`src/rtl/pwr_mnt_pkg.sv`:
```
// Shared types and helpers for the PWRMNT channel scanner: FSM states, width helpers
// and the round-robin channel search.
package pwr_mnt_pkg;

  typedef enum logic [2:0] {
    StIdle,
    StSelect,
    StSettle,
    StSample,
    StNext
  } state_e;

  // Upper bound on the channel count handled by the search helper.
  localparam int unsigned MaxCh = 32;

  function automatic int unsigned clog2(input int unsigned n);
    int unsigned w;
    w = 0;
    for (int unsigned i = 0; i < 32; i++) begin
      if ((64'(1) << i) < 64'(n)) w = i + 1;
    end
    return w;
  endfunction

  // Width of a channel index; never zero so a single channel still gets a port.
  function automatic int unsigned sel_width(input int unsigned num_ch);
    return (clog2(num_ch) < 1) ? 1 : clog2(num_ch);
  endfunction

  // Width of a counter that must hold values 0..max_val.
  function automatic int unsigned cnt_width(input int unsigned max_val);
    return (clog2(max_val + 1) < 1) ? 1 : clog2(max_val + 1);
  endfunction

  // First set mask bit at (incl=1) or after (incl=0) start, wrapping modulo num_ch.
  // Exclusive search ends on start itself, so a lone channel is picked again.
  function automatic int unsigned next_ch(input logic [MaxCh-1:0] mask,
                                          input int unsigned      start,
                                          input int unsigned      num_ch,
                                          input logic             incl);
    int unsigned res;
    int unsigned idx;
    logic        found;
    res   = start;
    found = 1'b0;
    for (int unsigned k = 0; k < MaxCh; k++) begin
      idx = (start + k + {31'd0, ~incl}) % num_ch;
      if (k < num_ch && !found && mask[idx[4:0]]) begin
        found = 1'b1;
        res   = idx;
      end
    end
    return res;
  endfunction

endpackage

```
`src/rtl/pwr_mnt_sync.sv`:
```
// Two-flop synchroniser for the asynchronous pwr_dwn_n output of the power monitor.
module pwr_mnt_sync #(
  parameter logic RESET_VAL = 1'b1
) (
  input  logic clk,
  input  logic rst,
  input  logic d,
  output logic q
);

  logic [1:0] ff_q;
  logic [1:0] ff_d;

  always_comb begin
    ff_d = {ff_q[0], d};
  end

  always_ff @(posedge clk or posedge rst) begin
    if (rst) begin
      ff_q <= {2{RESET_VAL}};
    end else begin
      ff_q <= ff_d;
    end
  end

  assign q = ff_q[1];

endmodule

```
`src/rtl/pwr_mnt_scan.sv`:
```
// Round-robin sequencer for the PWRMNT primitive: selects each enabled supply channel,
// waits for it to settle, debounces the monitor output and publishes per-channel status.
module pwr_mnt_scan
  import pwr_mnt_pkg::*;
#(
  parameter int unsigned NUM_CH     = 2,
  parameter int unsigned SETTLE_CYC = 16,
  parameter int unsigned DEBOUNCE   = 4,
  parameter int unsigned TIMEOUT    = 64,
  localparam int unsigned SEL_W     = sel_width(NUM_CH)
) (
  input  logic              clk,
  input  logic              rst,
  input  logic              en,
  input  logic [NUM_CH-1:0] ch_mask,
  input  logic              pwr_dwn_n,
  output logic [SEL_W-1:0]  sel_pwr,
  output logic              pwr_mnt_pd,
  output logic [NUM_CH-1:0] status,
  output logic [NUM_CH-1:0] status_valid,
  output logic              change_pulse,
  output logic              fault_pulse,
  output logic [SEL_W-1:0]  fault_ch,
  output logic              busy
);

  localparam int unsigned SetW = cnt_width(SETTLE_CYC);
  localparam int unsigned DebW = cnt_width(DEBOUNCE);
  localparam int unsigned ToW  = cnt_width(TIMEOUT);

  logic smp;

  pwr_mnt_sync #(
    .RESET_VAL(1'b1)
  ) u_sync (
    .clk(clk),
    .rst(rst),
    .d  (pwr_dwn_n),
    .q  (smp)
  );

  state_e            state_q, state_d;
  logic [SEL_W-1:0]  ptr_q, ptr_d;
  logic [SEL_W-1:0]  sel_q, sel_d;
  logic              pd_q, pd_d;
  logic [SetW-1:0]   settle_q, settle_d;
  logic [DebW-1:0]   deb_q, deb_d;
  logic [ToW-1:0]    to_q, to_d;
  logic              last_q, last_d;
  logic [NUM_CH-1:0] status_q, status_d;
  logic [NUM_CH-1:0] valid_q, valid_d;
  logic              change_q, change_d;
  logic              fault_q, fault_d;
  logic [SEL_W-1:0]  fault_ch_q, fault_ch_d;

  always_comb begin
    state_d    = state_q;
    ptr_d      = ptr_q;
    sel_d      = sel_q;
    settle_d   = settle_q;
    deb_d      = deb_q;
    to_d       = to_q;
    last_d     = last_q;
    status_d   = status_q;
    valid_d    = valid_q;
    change_d   = 1'b0;
    fault_d    = 1'b0;
    fault_ch_d = fault_ch_q;

    unique case (state_q)
      StIdle: begin
        if (en && |ch_mask) begin
          ptr_d   = SEL_W'(next_ch(MaxCh'(ch_mask), 32'(ptr_q), NUM_CH, 1'b1));
          state_d = StSelect;
        end
      end
      StSelect: begin
        settle_d = SetW'(SETTLE_CYC - 1);
        state_d  = StSettle;
      end
      StSettle: begin
        if (settle_q == '0) begin
          deb_d   = '0;
          to_d    = '0;
          state_d = StSample;
        end else begin
          settle_d = settle_q - 1'b1;
        end
      end
      StSample: begin
        if (smp == last_q) begin
          deb_d = deb_q + 1'b1;
        end else begin
          deb_d  = DebW'(1);
          last_d = smp;
        end
        to_d = to_q + 1'b1;
        // A commit on the same cycle as the timeout takes priority.
        if (deb_d == DebW'(DEBOUNCE)) begin
          status_d[ptr_q] = smp;
          valid_d[ptr_q]  = 1'b1;
          if (valid_q[ptr_q] && (status_q[ptr_q] != smp)) begin
            change_d   = 1'b1;
            fault_ch_d = ptr_q;
          end
          state_d = StNext;
        end else if (to_d == ToW'(TIMEOUT)) begin
          valid_d[ptr_q] = 1'b0;
          fault_d        = 1'b1;
          fault_ch_d     = ptr_q;
          state_d        = StNext;
        end
      end
      StNext: begin
        ptr_d   = SEL_W'(next_ch(MaxCh'(ch_mask), 32'(ptr_q), NUM_CH, 1'b0));
        state_d = (en && |ch_mask) ? StSelect : StIdle;
      end
      default: state_d = StIdle;
    endcase

    // A masked-off channel never reports a valid status, even mid-scan.
    valid_d = valid_d & ch_mask;

    if (state_d == StSelect) sel_d = ptr_d;
    pd_d = !(state_d inside {StSelect, StSettle, StSample});
  end

  always_ff @(posedge clk or posedge rst) begin
    if (rst) begin
      state_q    <= StIdle;
      ptr_q      <= '0;
      sel_q      <= '0;
      pd_q       <= 1'b1;
      settle_q   <= '0;
      deb_q      <= '0;
      to_q       <= '0;
      last_q     <= 1'b0;
      status_q   <= '0;
      valid_q    <= '0;
      change_q   <= 1'b0;
      fault_q    <= 1'b0;
      fault_ch_q <= '0;
    end else begin
      state_q    <= state_d;
      ptr_q      <= ptr_d;
      sel_q      <= sel_d;
      pd_q       <= pd_d;
      settle_q   <= settle_d;
      deb_q      <= deb_d;
      to_q       <= to_d;
      last_q     <= last_d;
      status_q   <= status_d;
      valid_q    <= valid_d;
      change_q   <= change_d;
      fault_q    <= fault_d;
      fault_ch_q <= fault_ch_d;
    end
  end

  assign sel_pwr      = sel_q;
  assign pwr_mnt_pd   = pd_q;
  assign status       = status_q;
  assign status_valid = valid_q;
  assign change_pulse = change_q;
  assign fault_pulse  = fault_q;
  assign fault_ch     = fault_ch_q;
  assign busy         = (state_q != StIdle);

endmodule

```
`config.mk`:
```
export PLATFORM = sky130hd
export DESIGN_NAME = pwr_mnt_scan
export DESIGN_NICKNAME = d
export VERILOG_FILES = /design/src/rtl/pwr_mnt_pkg.sv /design/src/rtl/pwr_mnt_sync.sv /design/src/rtl/pwr_mnt_scan.sv
export SDC_FILE = /design/constraint.sdc
export NUM_CORES = 1
export LEC_CHECK = 0
export ABC_CLOCK_PERIOD_IN_PS = 2350
export CAP_MARGIN = 10
export CORE_ASPECT_RATIO = 0.8
export CORE_MARGIN = 3
export CORE_UTILIZATION = 55
export CTS_CLUSTER_DIAMETER = 120
export DETAILED_ROUTE_END_ITERATION = 16
export HOLD_SLACK_MARGIN = 0.02
export PLACE_DENSITY = 0.79
export SLEW_MARGIN = 20
export SYNTH_ARGS = -nofsm -noshare
export SYNTH_HDL_FRONTEND = slang
export SYNTH_SLANG_ARGS = --single-unit
```
`constraint.sdc`:
```
create_clock -name clk -period 2.35 [get_ports clk]
set_input_delay 0.235 -clock clk [delete_from_list [all_inputs] [get_ports clk]]
set_output_delay 0.235 -clock clk [all_outputs]
set_load 0.02 [all_outputs]
```
==> results.md, run 1 <==
- Worst Reg2Reg Path Length in Cells: 6
- Avg Synthesized Cell Area: 10.09 um^2
- Number of global-route vias before repair: 1187
- Combinational Power Share: 38.5%
- Layout net count: 182
- Outcome: completed
- Post-Syn Area: 1544 um^2
- Post_cts resized: 0
- Worst-path clk slew: 0.10 ns
- Yosys reg bits: 31
- Detailed placer's ending HPWL: 2213 um
- Worst endpoint required time: 2.12 ns
- Largest stage delay on the critical path: 0.55 ns
- Main combinational cell family by area after synthesis: simple AND/OR/NAND/NOR gates
- Clk sink count: 31
- Top Ports: 16
- Number of synthesized flops with an enable pin: 0
- Filler Cells Inserted: 210
- Fraction of the yosys area taken by sequential cells: 50.49%
- Cell count after synthesis: 153
- Clock network power share: 15.9%
- R2R Path End: fault_ch$_DFFE_PP0P_
- Power Dens Cells: 1029 nW/um^2
- Port Buffers: 15
- VDD IR max: 0.5996 mV
- Crit path depth: 2
- Core Util, Final: 70.36%
- Global-route wire length before repair: 5485 um
- GRT overflow: 0
- Worst path slowest cell: clkdlybuf4s50_1
- NetSw: 0.7435 mW
- Total track usage: 21.29%
- Die area: 3483 um^2
- Global placement routability congestion: 0.8623
- CP max FO: 10
- Core area: 2562 um^2
- Number of post-CTS setup repair buffers: 0
- Hold buffers post-CTS: 0
- Drt drc: 0
- Yosys warnings: 0
- Sw Share: 40.06%
- Fin crit period: 2.049 ns
- Routed wire length: 3097 um
- Setup crit end: busy
- Commonest cells post-synth: dfrtp_1 (28), o21ai_0 (17), nor2_1 (14)
- Sum Neg Setup Slack: 0 ns
- Pre-antenna DRT Iters: 4
- Synth Area in Compound Gates: 17.75%
- Pint: 1.113 mW
- Fin. Hold Viols: 0
- Crit-path leading delay family: buffers and inverters
- Synth async-reset ratio: 100.0%
- Chip width: 65.24 um
- Routed length per instance: 14.75 um
- Critical path origin: state_q[0]$_DFF_PP0_
- Slew HR: 55.13%
- # rows: 16
- Synth Net Count: 162
- Final setup viols: 0
- Tcrit/Tclk final: 87.20%
- Worst Hold Class: in2async
- Vias per cell: 5.929
- Most used DFF post-synth: dfrtp_1
- Pin count of the biggest net entering global routing: 17
- Max Freq: 488.0 MHz
- Least-Margin Pin Slew: 0.6716 ns
- Synth area leaders: dfrtp_1 (45%), o21ai_0 (5.5%), dfstp_2 (5.1%), nor2_1 (3.4%), nand2_1 (2.9%)
- Synth-to-layout area growth: 16.77%
- Post-Synth Adder-Cell Area: 2.431%
- Starting density of the core: 60.25%
- Slew Viols, Final: 0
- Synth cell types: 47
- CTS Buffer Depth: 2
- Top-count cell post-synth: dfrtp_1
- H-tree levels: 2
- Vias: 1245
- Most area-hungry cell type in the Yosys netlist: dfrtp_1
- FF-to-FF setup slack: 0.41 ns
- CP Class: reg2out
- CTS tree: yes
- Pleak: 0.7813 nW
- Post-synthesis xor/xnor area fraction: 2.269%
- RSZ-0062 raised after global routing: no
- Arrival time at the worst endpoint: 1.81 ns
- Reg power frac: 45.6%
- Initial antenna violation count: 0
- Total CTS buffers: 5
- Buf/Inv on CP: 1
- Share of cells above drive strength 1: 12.07%
- Area share of the largest cell type after synthesis: 45.38%
- WHS: 0.2880 ns
- # diodes: 0
- Critical R2R Launch: deb_q[0]$_DFFE_PP0P_
- Starting DRT DRC Count: 91
- Clock Latency Late Sink: 0.33 ns
- Routed Antenna Nets: 0
- CP Cell Sequence: or3_1, clkdlybuf4s50_1
- Post-Route Skew: 0.007207 ns
- Simple-gate share of the synthesized area: 21.07%
- Die Y: 53.39 um
- Critical path endpoint category: primary output
- Mux cell area share after synthesis: 3.160%
- Maxcap violations: 0
- Root buffer cell: clkbuf_4
- Crit path launch type: register
- Overall Power: 1.856 mW
routing by layer:
metal	part of all wire [%]	track usage (%)	vias up
met5	0	0	-
met4	1.5	10.00	0
met3	5.4	5.520	6
met2	45	32.27	31
met1	48	28.49	611
li1	-	-	597
final cells by class:
cell class	count	area, um^2	area share, %
Clock buffer	7	45.04	2.498
Clock inverter	1	5.005	0.2776
Inverter	6	22.52	1.249
Multi-Input combinational cell	111	720.7	39.97
Sequential cell	31	779.5	43.23
Tap cell	36	45.04	2.498
Timing Repair Buffer	18	185.2	10.27
state kept, by name, summed over array words and instances, names as in the netlist:
name,flops
change_pulse,1
deb_q,3
fault_ch,1
fault_pulse,1
last_q,1
ptr_q,1
pwr_mnt_pd,1
sel_pwr,1
settle_q,5
state_q,3
status,2
status_valid,2
to_q,7
u_sync.ff_q,2
stage by stage:
stage,instances,setup WS [ns],area (um^2)
after floorplan,153,0.5588,1544
after global placement,202,0.5154,1753
after detailed placement,202,0.4300,1753
after CTS,210,0.2854,1803
after global routing,210,0.2001,1803
final,210,0.3009,1803
logic make-up (layout without fill, tap and decap cells):
kind of cell	count (synthesis)	count (layout)
flip-flops	31	31
buffers and inverters	11	32
adder cells (fa/ha/maj)	3	3
multiplexers	4	4
AND/OR/NAND/NOR	57	57
AO/OA/AOI/OAI	43	43
XOR/XNOR	4	4
worst reg2reg max path: cells and delay by family, from the launching register on:
| kind | cells | cell delay, ns |
|---|---|---|
| and+or+nand+nor | 3 | 0.61 |
| DFF | 1 | 0.42 |
| adders and majority gates | 1 | 0.32 |
| muxes | 1 | 0.30 |
| AOI/OAI and AO/OA | 1 | 0.17 |
cells in the final DEF, fill, tap and decap left out, drive strengths merged, types with 2 or more instances in the layout:
master         count
a21oi              7
a31oi              3
and3               2
buf                3
clkbuf             7
clkdlybuf4s50     15
dfrtp             28
dfstp              3
ha                 3
inv                6
mux2               4
nand2             12
nand2b             3
nand3              4
nand3b             2
nand4b             2
nor2              14
nor2b              2
nor3               8
nor4b              2
o211a              2
o21ai             18
xnor2              2
xor2               2
worst min path at each step:
stage,start,end,slack (ns)
global route,pwr_dwn_n,u_sync.ff_q[0]$_DFF_PP1_,0.30
detailed placement,u_sync.ff_q[0]$_DFF_PP1_,u_sync.ff_q[1]$_DFF_PP1_,0.35
CTS,pwr_dwn_n,u_sync.ff_q[0]$_DFF_PP1_,0.29
finish,rst,status[0]$_DFFE_PP0P_,0.29
global placement,u_sync.ff_q[0]$_DFF_PP1_,u_sync.ff_q[1]$_DFF_PP1_,0.35
floorplan,pwr_dwn_n,u_sync.ff_q[0]$_DFF_PP1_,0.24
power groups by stage:
stage	logic (mW)	registers [mW]	clock network [mW]
3_3_place_gp	0.683	0.836	0
2_1_floorplan	0.511	0.828	0
3_5_place_dp	0.717	0.852	0
4_1_cts	0.719	0.842	0.306
5_1_grt	0.808	0.874	0.327
6_report	0.715	0.847	0.294
Note: power is estimated with default switching activity, not from simulation.
==> inputs of run 2 (changes only) <==
--- a/config.mk
+++ b/config.mk
@@ -13,7 +13,8 @@
 export CTS_CLUSTER_DIAMETER = 120
 export DETAILED_ROUTE_END_ITERATION = 16
 export HOLD_SLACK_MARGIN = 0.02
-export PLACE_DENSITY = 0.79
+export PLACE_DENSITY = 0.78
+export SKIP_CTS_REPAIR_TIMING = 1
 export SLEW_MARGIN = 20
 export SYNTH_ARGS = -nofsm -noshare
 export SYNTH_HDL_FRONTEND = slang
==> results.md, run 2 (synthesized netlist as in run 1, its figures left out) <==
- Share of cells above drive strength 1: 12.64% (+0.57 points)
- CP max FO: 10 (unchanged)
- Root buffer cell: clkbuf_4
- Pleak: 0.7873 nW (+0.77%)
- Chip width: 65.24 um (unchanged)
- Overall Power: 1.884 mW (+1.5%)
- Outcome: completed
- Global-route wire length before repair: 5609 um (+2.3%)
- Routed wire length: 3151 um (+1.7%)
- Most frequent cells in the layout: dfrtp_1 (28), o21ai_0 (17), clkdlybuf4s50_1 (15), nor2_1 (14), nand2_1 (12)
- GRT overflow: 0 (unchanged)
- Maxcap violations: 0 (unchanged)
- FF-to-FF setup slack: 0.39 ns (-0.02 ns)
- Filler Cells Inserted: 214 (+1.9%)
- Commonest non-fill, non-tap cell in the layout: dfrtp_1
- Number of global-route vias before repair: 1174 (-1.1%)
- Critical R2R Launch: settle_q[0]$_DFFE_PP0P_
- WHS: 0.2597 ns (-0.02830 ns)
- Final setup viols: 0 (unchanged)
- Die Y: 53.39 um (unchanged)
- Fin. Hold Viols: 0 (unchanged)
- R2R Path End: to_q[5]$_DFFE_PP0P_
- Worst endpoint required time: 2.12 ns (about the same)
- Storage cell area: 779.5 um^2 (unchanged)
- Detailed placer's ending HPWL: 2211 um (-0.11%)
- CP Class: reg2out
- Vias per cell: 5.843 (-1.4%)
- Least-Margin Pin Slew: 0.6546 ns (-0.01703 ns)
- Tcrit/Tclk final: 85.94% (-1.3 points)
- Final setup margin: 0.3303 ns (+0.02944 ns)
- Die area: 3483 um^2 (unchanged)
- Worst Hold Class: in2async
- Worst path slowest cell: clkdlybuf4s50_1
- Crit path launch type: register
- Fin crit period: 2.020 ns (-0.02944 ns)
- Clock Latency Late Sink: 0.33 ns (about the same)
- Slew HR: 56.27% (+1.1 points)
- # rows: 16 (unchanged)
- H-tree levels: 2 (unchanged)
- Pin count of the biggest net entering global routing: 18 (+1)
- Global placement routability congestion: 0.8884 (+3.0%)
- Top flop regs: to_q (7), settle_q (5)
- Worst Reg2Reg Path Length in Cells: 7 (+1)
- RSZ-0062 raised after global routing: no
- # diodes: 0 (unchanged)
- Max Freq: 495.1 MHz (+1.5%)
- Starting density of the core: 60.25% (unchanged)
- Core area: 2562 um^2 (unchanged)
- Max reg flops: 7 (unchanged)
- Layout net count: 182 (unchanged)
- Routed Antenna Nets: 0 (unchanged)
- Critical path endpoint category: primary output
- Port Buffers: 15 (unchanged)
- CTS tree: yes
- Post-Route Skew: 0.01652 ns (+0.009309 ns)
- Placed cell area: 1753 um^2 (unchanged)
- Starting DRT DRC Count: 105 (+15%)
- Final instance area: 1813 um^2 (+0.56%)
- Largest stage delay on the critical path: 0.54 ns (about the same)
- CTS Buffer Depth: 2 (unchanged)
- Clk sink count: 31 (unchanged)
- Place WS: 0.4351 ns (+0.005125 ns)
- CP Cell Sequence: or3_1, clkdlybuf4s50_1
- Total CTS buffers: 5 (unchanged)
- Worst-path clk slew: 0.11 ns (about the same)
- Largest reg by FF count: to_q
- Vias: 1227 (-1.4%)
- Arrival time at the worst endpoint: 1.78 ns (-0.03 ns)
- Total track usage: 22.02% (+0.73 points)
- Sum Neg Setup Slack: 0 ns (unchanged)
- Top Ports: 16 (unchanged)
- Synth-to-layout area growth: 17.42%
- Drt drc: 0 (unchanged)
- Pre-antenna DRT Iters: 4 (unchanged)
- Multi-input logic area: 720.7 um^2 (unchanged)
- Slew Viols, Final: 0 (unchanged)
- Initial antenna violation count: 0 (unchanged)
- VDD IR max: 0.5869 mV (-2.1%)
- Power Dens Cells: 1039 nW/um^2 (+0.92%)
- Routed length per instance: 15.00 um (+1.7%)
-- run 2: cell counts in the layout (fill, tap and decap cells not counted) --
No cell type changed its count.
-- run 2: where the power goes --
part	internal (mW)	switching [mW]	total, mW
combinational	0.317	0.399	0.716
clock	0.145	0.179	0.324
sequential	0.679	0.165	0.844
-- run 2: critical path: cells and delay by family (launching register included) --
family / cells / cell delay (ns)
buffers and inverters: 1 / 0.54
DFF: 1 / 0.52
and+or+nand+nor: 1 / 0.41
-- run 2: area by class of cell --
class	instances	area share, %
Multi-Input combinational cell	111	39.75
Clock inverter	1	0.2761
Timing Repair Buffer	18	10.21
Sequential cell	31	43.00
Tap cell	36	2.484
Inverter	6	1.242
Clock buffer	7	3.037
-- run 2: how the worst max path moves through the flow --
| stage | startpoint | cells after the start | end |
|---|---|---|---|
| 3_3_place_gp | deb_q[0]$_DFFE_PP0P_ | 6 | fault_ch$_DFFE_PP0P_ |
| 4_1_cts | state_q[0]$_DFF_PP0_ | 2 | busy |
| 6_report | state_q[0]$_DFF_PP0_ | 2 | busy |
| 5_1_grt | settle_q[0]$_DFFE_PP0P_ | 7 | to_q[5]$_DFFE_PP0P_ |
| 3_5_place_dp | deb_q[0]$_DFFE_PP0P_ | 6 | fault_ch$_DFFE_PP0P_ |
| 2_1_floorplan | deb_q[0]$_DFFE_PP0P_ | 6 | fault_ch$_DFFE_PP0P_ |
-- run 2: per-layer routing --
metal,vias up,wire [um],GRT usage [%]
met2,53,1417,31.93
met1,577,1472,30.09
met3,4,230,9.130
met4,0,31,6.207
met5,-,0,0
li1,593,-,-
-- run 2: through the flow --
step	cells	utilization [%]
floorplan	153	-
global placement	202	68.41
detailed placement	202	68.41
CTS	210	70.75
global route	210	70.75
finish	210	70.75
==> inputs of run 3 (changes only) <==
--- a/config.mk
+++ b/config.mk
@@ -11,6 +11,7 @@
 export CORE_MARGIN = 3
 export CORE_UTILIZATION = 55
 export CTS_CLUSTER_DIAMETER = 120
+export CTS_CLUSTER_SIZE = 12
 export DETAILED_ROUTE_END_ITERATION = 16
 export HOLD_SLACK_MARGIN = 0.02
 export PLACE_DENSITY = 0.78
==> results of run 3 <==
Same layout as run 2: the final DEF is identical, and so are final timing and power.
